**src/rtl/fp16_result_sink.sv**
```systemverilog
// ---------------------------------------------------------------------------
// fp16_result_sink
//   Receiving end of the FP16 ALU array result interface. Each accepted
//   LANES x 16-bit result vector is queued in a small vector FIFO, then
//   serialised one lane per beat (lane 0 = most significant 16 bits) over a
//   valid/ready stream. A running 16-bit signature, an accepted-vector count
//   and a sticky overflow flag are kept alongside.
//
// Ports
//   clk_600m      clock
//   rst           synchronous reset, active-high
//   in_valid_i    result vector present (no backpressure towards the ALU)
//   in_data_i     result vector, lane i = in_data_i[(LANES-i)*16-1 -: 16]
//   stat_clr_i    pulse: clear signature, vec_count, overflow
//   m_valid_o     serial beat valid
//   m_ready_i     consumer accepts beat
//   m_data_o      lane value of current beat
//   m_lane_o      lane index of current beat
//   m_last_o      high on the beat of lane LANES-1
//   signature_o   running signature over accepted vectors
//   vec_count_o   accepted vectors since reset/clear (wraps)
//   overflow_o    sticky: a vector arrived while the FIFO was full
//   fifo_level_o  vectors held in the FIFO (shift register not counted)
// ---------------------------------------------------------------------------
module fp16_result_sink #(
    parameter int LANES = 16,
    parameter int DEPTH = 4
) (
    input  logic                       clk_600m,
    input  logic                       rst,
    input  logic                       in_valid_i,
    input  logic [LANES*16-1:0]        in_data_i,
    input  logic                       stat_clr_i,
    output logic                       m_valid_o,
    input  logic                       m_ready_i,
    output logic [15:0]                m_data_o,
    output logic [$clog2(LANES)-1:0]   m_lane_o,
    output logic                       m_last_o,
    output logic [15:0]                signature_o,
    output logic [31:0]                vec_count_o,
    output logic                       overflow_o,
    output logic [$clog2(DEPTH):0]     fifo_level_o
);

    localparam int VW = LANES * 16;
    localparam int LW = $clog2(LANES);
    localparam int AW = $clog2(DEPTH);
    localparam int CW = AW + 1;
    localparam logic [LW-1:0] LAST_LANE = LW'(LANES - 1);
    localparam logic [LW-1:0] LANE_ZERO = {LW{1'b0}};
    localparam logic [CW-1:0] FULL_LVL  = CW'(DEPTH);

    typedef enum logic [0:0] {
        ST_IDLE = 1'b0,
        ST_SEND = 1'b1
    } state_t;

    // XOR-fold of all lanes of a vector; feeds the signature.
    function automatic logic [15:0] xor_lanes(input logic [VW-1:0] vec);
        logic [15:0] acc;
        acc = 16'h0000;
        for (int i = 0; i < LANES; i++) begin
            acc = acc ^ vec[i*16 +: 16];
        end
        return acc;
    endfunction

    // Storage and state
    logic [VW-1:0] mem_q [DEPTH];
    logic [AW-1:0] wr_ptr_q, wr_ptr_d;
    logic [AW-1:0] rd_ptr_q, rd_ptr_d;
    logic [CW-1:0] level_q,  level_d;

    state_t        state_q,  state_d;
    logic          valid_q,  valid_d;
    logic [LW-1:0] lane_q,   lane_d;
    logic          last_q,   last_d;
    logic [VW-1:0] sh_q,     sh_d;

    logic [15:0]   sig_q,    sig_d;
    logic [31:0]   cnt_q,    cnt_d;
    logic          ovf_q,    ovf_d;

    logic          empty_s;
    logic          full_s;
    logic          pop_s;
    logic          push_s;
    logic          drop_s;
    logic [VW-1:0] head_s;
    logic [LW-1:0] lane_inc_s;
    logic [15:0]   lane_xor_s;

    assign empty_s    = (level_q == {CW{1'b0}});
    assign full_s     = (level_q == FULL_LVL);
    assign head_s     = mem_q[rd_ptr_q];
    assign lane_inc_s = lane_q + {{(LW-1){1'b0}}, 1'b1};

    // Serialiser FSM: loads a vector from the FIFO head and steps through lanes.
    always_comb begin
        state_d = state_q;
        valid_d = valid_q;
        lane_d  = lane_q;
        last_d  = last_q;
        sh_d    = sh_q;
        pop_s   = 1'b0;
        case (state_q)
            ST_IDLE: begin
                if (!empty_s) begin
                    pop_s   = 1'b1;
                    sh_d    = head_s;
                    lane_d  = LANE_ZERO;
                    last_d  = (LAST_LANE == LANE_ZERO);
                    valid_d = 1'b1;
                    state_d = ST_SEND;
                end else begin
                    valid_d = 1'b0;
                end
            end
            ST_SEND: begin
                if (m_ready_i) begin
                    if (last_q) begin
                        // Back-to-back vectors: reload without a bubble.
                        if (!empty_s) begin
                            pop_s   = 1'b1;
                            sh_d    = head_s;
                            lane_d  = LANE_ZERO;
                            last_d  = (LAST_LANE == LANE_ZERO);
                            valid_d = 1'b1;
                        end else begin
                            sh_d    = {VW{1'b0}};
                            lane_d  = LANE_ZERO;
                            last_d  = 1'b0;
                            valid_d = 1'b0;
                            state_d = ST_IDLE;
                        end
                    end else begin
                        sh_d   = {sh_q[VW-17:0], 16'h0000};
                        lane_d = lane_inc_s;
                        last_d = (lane_inc_s == LAST_LANE);
                    end
                end else begin
                    // Beat stalled: everything holds.
                    valid_d = valid_q;
                end
            end
            default: begin
                state_d = ST_IDLE;
                valid_d = 1'b0;
                lane_d  = LANE_ZERO;
                last_d  = 1'b0;
                sh_d    = {VW{1'b0}};
            end
        endcase
    end

    // FIFO bookkeeping and statistics next-state.
    always_comb begin
        // A pop in the same cycle frees a slot, so a full FIFO can still accept.
        push_s     = in_valid_i && (!full_s || pop_s);
        drop_s     = in_valid_i && full_s && !pop_s;
        lane_xor_s = xor_lanes(in_data_i);

        wr_ptr_d = push_s ? (wr_ptr_q + {{(AW-1){1'b0}}, 1'b1}) : wr_ptr_q;
        rd_ptr_d = pop_s  ? (rd_ptr_q + {{(AW-1){1'b0}}, 1'b1}) : rd_ptr_q;
        level_d  = level_q + CW'(push_s) - CW'(pop_s);

        if (stat_clr_i) begin
            // Clear wins, but a same-cycle vector seeds the fresh statistics.
            sig_d = push_s ? lane_xor_s : 16'h0000;
            cnt_d = push_s ? 32'd1 : 32'd0;
            ovf_d = drop_s;
        end else begin
            sig_d = push_s ? ({sig_q[14:0], sig_q[15]} ^ lane_xor_s) : sig_q;
            cnt_d = push_s ? (cnt_q + 32'd1) : cnt_q;
            ovf_d = ovf_q | drop_s;
        end
    end

    // Control, serialiser and statistics registers.
    always_ff @(posedge clk_600m) begin
        if (rst) begin
            wr_ptr_q <= {AW{1'b0}};
            rd_ptr_q <= {AW{1'b0}};
            level_q  <= {CW{1'b0}};
            state_q  <= ST_IDLE;
            valid_q  <= 1'b0;
            lane_q   <= LANE_ZERO;
            last_q   <= 1'b0;
            sh_q     <= {VW{1'b0}};
            sig_q    <= 16'h0000;
            cnt_q    <= 32'd0;
            ovf_q    <= 1'b0;
        end else begin
            wr_ptr_q <= wr_ptr_d;
            rd_ptr_q <= rd_ptr_d;
            level_q  <= level_d;
            state_q  <= state_d;
            valid_q  <= valid_d;
            lane_q   <= lane_d;
            last_q   <= last_d;
            sh_q     <= sh_d;
            sig_q    <= sig_d;
            cnt_q    <= cnt_d;
            ovf_q    <= ovf_d;
        end
    end

    // Vector storage; contents are don't-care until written, so no reset.
    always_ff @(posedge clk_600m) begin
        if (push_s && !rst) begin
            mem_q[wr_ptr_q] <= in_data_i;
        end
    end

    assign m_valid_o    = valid_q;
    assign m_data_o     = sh_q[VW-1 -: 16];
    assign m_lane_o     = lane_q;
    assign m_last_o     = last_q;
    assign signature_o  = sig_q;
    assign vec_count_o  = cnt_q;
    assign overflow_o   = ovf_q;
    assign fifo_level_o = level_q;

endmodule
```
**config.mk**
```make
export PLATFORM = sky130hd
export DESIGN_NAME = fp16_result_sink
export DESIGN_NICKNAME = d
export VERILOG_FILES = /design/src/rtl/fp16_result_sink.sv
export SDC_FILE = /design/constraint.sdc
export NUM_CORES = 1
export LEC_CHECK = 0
export ABC_CLOCK_PERIOD_IN_PS = 16300
export CAP_MARGIN = 20
export CORE_MARGIN = 8
export CORE_UTILIZATION = 33
export CTS_CLUSTER_SIZE = 24
export DETAILED_ROUTE_END_ITERATION = 8
export HOLD_SLACK_MARGIN = 0.05
export PLACE_DENSITY = 0.53
export SETUP_SLACK_MARGIN = 0.5
export SLEW_MARGIN = 25
export SYNTH_ARGS = -nofsm -noshare
export SYNTH_HDL_FRONTEND = slang
export SYNTH_SLANG_ARGS = --single-unit
```
**constraint.sdc**
```tcl
create_clock -name clk_600m -period 16.3 [get_ports clk_600m]
set_input_delay 2.445 -clock clk_600m [delete_from_list [all_inputs] [get_ports clk_600m]]
set_output_delay 2.445 -clock clk_600m [all_outputs]
set_load 0.01 [all_outputs]
```
Yosys cells after proc, flatten, opt, wreduce, memory -nomap -nowiden
Memories as Yosys holds them, arrays and structs flattened. A register that Yosys moved wholly into a read port is not among the register bits. Cells that the tools add are included.

Add/sub/neg operators: 6. Eq/ne operators: 5. Muxes and demuxes: 34. Bitwise operators: 18. Reductions and logical operators: 12.

Operators with widths (count): two-way mux 256 bit (4); one-hot mux 256 bit (2 select lines) (1); bitwise XOR 16 bit (16); two-way mux 32 bit (2); two-way mux 16 bit (3); adder 32 x 1 -> 32 bit (second input constant) (1); two-way mux 1 bit (14); two-way mux 4 bit (3); one-hot mux 1 bit (2 select lines) (4); one-hot mux 4 bit (2 select lines) (1); adder 2 x 1 -> 2 bit (second input constant) (2); adder 4 x 1 -> 4 bit (second input constant) (1); == test 4 bit (second input constant) (1); logical AND 1 bit (4); two-way mux 2 bit (2); inequality test 2 bit (second input constant) (2); AND reduction 2 bit (2); adder 3 x 1 -> 3 bit (1); == test 3 bit (second input constant) (1); logical NOT 1 bit (3); logical NOT 3 bit (1); subtractor 3 x 1 -> 3 bit (1); inequality test 2 x 1 -> 1 bit (second input constant) (1); nonzero test 2 bit (1); other kinds (3) (3).

Flip-flop bits (word level): 319. Memory bits (writable): 1024. Bits of input ports: 261. Output and inout bits: 74. Word-level logic and storage cells: 87. Memories kept: 1.

Memory list: mem_q (depth 4, width 256, rd ports 1, clocked after memory_dff 1, wr ports 1, RTL line 69) `logic [VW-1:0] mem_q [DEPTH];`.

Logic depth before layout (Yosys ltp)
Word-level depth: 18. Mapped depth: 13. Depth with buffers taken out: 11.

Worst setup path before layout
No wires, ideal clock.

Path type: input port to flip-flop. Start: in m_ready_i. End: mem mem_q[1][0] (netlist bit) (enable). Setup time: 0.651 ns. Arrival: 9.028 ns. Data required time: 15.649 ns. Path slack: 6.621 ns. Stages: 5. Buffers on the path: 2. Path through: a21bo_2 o21a_2 buf_6 buf_2 and3_1.

Longest elaborated chain between the ends: 7.

RTL lines: from (decl) (RTL line 35) `input logic m_ready_i,`; two-way mux 1 bit (RTL line 120) `if (m_ready_i) begin`; one-hot mux 1 bit (2 select lines) (RTL line 106) `case (state_q)`; logical OR 1 bit (RTL line 159) `push_s = in_valid_i && (!full_s || pop_s);`; logical AND 1 bit (RTL line 159); logical AND 1 bit (RTL line 210) `if (push_s && !rst) begin`; two-way mux 1 bit (RTL line 210); two-way mux 1 bit (implied by the code) (RTL line 211) `mem_q[wr_ptr_q] <= in_data_i;`; to (decl) (RTL line 69).

Every way passes these cells.

Final worst setup path
Start: in m_ready_i. End: mem mem_q[3][19] (netlist bit) (enable).

Same word-level chain as after synthesis.

==> flow_summary.ini <==
[sta]
setup_viol = 0
final_max_slew_viol_count = 0
hold_viol_final = 0
finalClockSkew_ps = 24.26
relSlewSlack_pct = 25.70
finalSetupTns_ps = 0
period_needed_ps = 6673
max_freq_ghz = 0.1499
period_share_pct = 40.94
tightestPinTransition_ps = 1114
rsz0062_at_grt = no

[logic_synthesis]
synth-edff-count = 1024
synth_top_area_share_pct = 58.93
synthTopCellsByArea = edfxtp_1 59%, dfxtp_1 12%, mux4_2 11%, a22oi_1 3.0%, xnor2_1 2.6%
ys_ff_latch = 1345
syn_nets = 3346
syn_inst = 3075
yosysSeqAreaShare_pct = 71.24
synth.largest_area_cell = edfxtp_1
ys.flop_type = edfxtp_1
ys_types = 53
synth.avg_cell_area_um2 = 16.97
yosysWarnings = 0
syn_area_mm2 = 0.05218
synthArstFlopShare_pct = 0

[floorplan]
placeableCoreArea_mm2 = 0.1576
die_h_um = 413.6
start_util_pct = 33.10
ios = 335
die_w_um = 413.6
rows = 146
die_area_mm2 = 0.1711

[layout]
final_cells = 5605
synthToLayoutAreaGrowth_pct = 19.41
fin_area_mm2 = 0.06231
finalNetCount = 3661
final_common_cell = edfxtp_1
most-common-layout-cells = 1024 x edfxtp_1, 333 x clkdlybuf4s50_1, 319 x dfxtp_1
fillers = 14350
drive_gt1_share_pct = 15.31

[worst_setup_path]
start_kind = input port
cp_max_fo = 114
crit_chain = clkdlybuf4s50_1, a21bo_2, o21a_2, and3_4, buf_4, buf_12, buf_4
cpMaxStageDelayCell = o21a_2
r2r-start = state_q
crit_start = m_ready_i
path_class = input port to register
reg2reg_to = mem_q[3][19]
required_ps = 16700
path_common_cell = buf_4
cp_slowest_stage_delay_ps = 800
r2r.worst_path.cells = 6
r2r_setup_slack_ps = 11570
crit_path_end = mem_q[3][19]
crit_arrival_ps = 7070
critical_path.endpoint_type = register

[cts]
numClockSinks = 1345
worstSkewPairLatency_ps = 780
cts_tree = built
cts.clk_slew.worst_paths_ps = 60
numCtsBuffers = 145
cts.path.max_buffers = 3
postCtsSetupRepairBufs = 0
holdBufCountCts = 0
cts-root-buf = clkbuf_16
h-tree-depth = 4
cts_resized = 0

[routing]
first_pass_iters = 5
drtAntennaViolNets = 0
drt_iter0_drc = 2393
via_per_inst = 5.148
vias = 28850
post_drt_wl_per_cell_um = 27.59
drt_wl_total_mm = 154.6
drc = 0

[power_and_ir_drop]
power_density_mw_per_mm2 = 158.0
leakagePower_nw = 19.52
switchingPower_mw = 2.896
internal_power_mw = 6.948
seqPwrFrac_pct = 44.0
swShare_pct = 29.42
p_clk_share_pct = 32.8
comb_power_share_pct = 23.2
peakVddDrop_mv = 0.1191

[hold_path]
hold_start = sh_q[31]
hold_path.class = register to register

[grt]
grt_max_degree = 165
grt_pass1_vias = 29110
grt_pass1_wl_mm = 218.7
antenna_found_initial = 71
grt_overflow_total = 0
gr-usage-all-layers_pct = 17.77

[outcome]
status = completed

[job]
timing.max_cap.violations = 0

[place]
portBuffers = 334
place_area_mm2 = 0.05760
place.gp.congestion = 0.7750
dp_cells = 5315
hpwlAfterDp_mm = 100.3
## routing by layer
metal  share of wire [%]  global-route usage (%)  up-vias
met3                 7.9                   5.676      262
met1                  43                   23.83    14960
met4                 2.7                   5.727       34
li1                    -                       -    12710
met5                0.14                       0        -
met2                  46                   27.46      891
## state kept, by name, indices dropped and copies added, names as in the netlist, named ones only
| register | cells |
|---|---|
| mem_q | 1024 |
| rd_ptr_q | 2 |
| m_valid_o | 1 |
| vec_count_o | 32 |
| fifo_level_o | 3 |
| signature_o | 16 |
| sh_q | 256 |
| wr_ptr_q | 2 |
| m_lane_o | 4 |
| m_last_o | 1 |
| overflow_o | 1 |
| state_q | 1 |
## per-stage QoR
stage	hold slack [ps]	setup slack [ps]	total power, mW	utilization (%)
2_1_floorplan	432.2	6621	5.927	-
3_3_place_gp	435.2	8808	6.698	36.52
3_5_place_dp	443.1	8791	6.717	36.53
4_1_cts	439.8	9619	9.956	39.49
5_1_grt	462.4	9493	10.26	39.51
6_report	443.2	9627	9.844	39.52
## synth_stat cells, drive strengths merged, types with 7 or more instances
library cell,count
o31ai,7
and3,9
o2111ai,8
nor3,48
xnor2,153
a21oi,220
edfxtp,1024
nand3,13
buf,99
or3,28
nand2b,17
a22oi,210
xnor3,31
clkbuf,110
nor2,104
inv,11
ha,9
a221oi,44
mux4,256
nand2,243
dfxtp,321
or4,7
o211ai,20
xor2,47
o21ai,13
## cells by family after synthesis
logic type / Yosys count / synth area share (%)
AND/OR/NAND/NOR: 483 / 4.074
buffers and inverters: 220 / 1.928
XOR/XNOR: 231 / 4.695
AO/OA/AOI/OAI: 528 / 6.690
multiplexers: 258 / 11.11
flip-flops: 1345 / 71.24
adder cells (fa/ha/maj): 10 / 0.2542
## power by group through the flow
stage | Clock (mW) | Sequential, mW | Combinational, mW
global route | 3.42 | 4.37 | 2.47
floorplan | 0 | 4.28 | 1.64
global placement | 0 | 4.40 | 2.30
finish | 3.23 | 4.33 | 2.28
CTS | 3.30 | 4.33 | 2.33
detailed placement | 0 | 4.40 | 2.32
## worst min-delay path by stage
stage          depth (start not counted)        end  slack [ps]
2_1_floorplan                          2  sh_q[223]         430
3_3_place_gp                           2  sh_q[138]         440
3_5_place_dp                           2  sh_q[141]         440
4_1_cts                                2   sh_q[47]         440
5_1_grt                                2   sh_q[44]         460
6_report                               2   sh_q[47]         440
## worst max-delay path: cells and delay by family
family / cells / cell delay, ps
buffers and inverters: 4 / 2530
AND/OR/NAND/NOR: 1 / 710
AO/OA/AOI/OAI: 2 / 1120
## cell type report
class	instances	area [um^2]	share of cell area [%]
clock buffer	204	4053	6.504
clock inverter	67	610.6	0.9800
inverter	11	41.29	0.06627
antenna	19	47.55	0.07631
tap	2072	2592	4.161
sequential	1345	37180	59.68
timing repair buffer	377	3746	6.012
multi-input combinational	1510	14030	22.52
No activity file was read; power rests on OpenSTA's default activity.
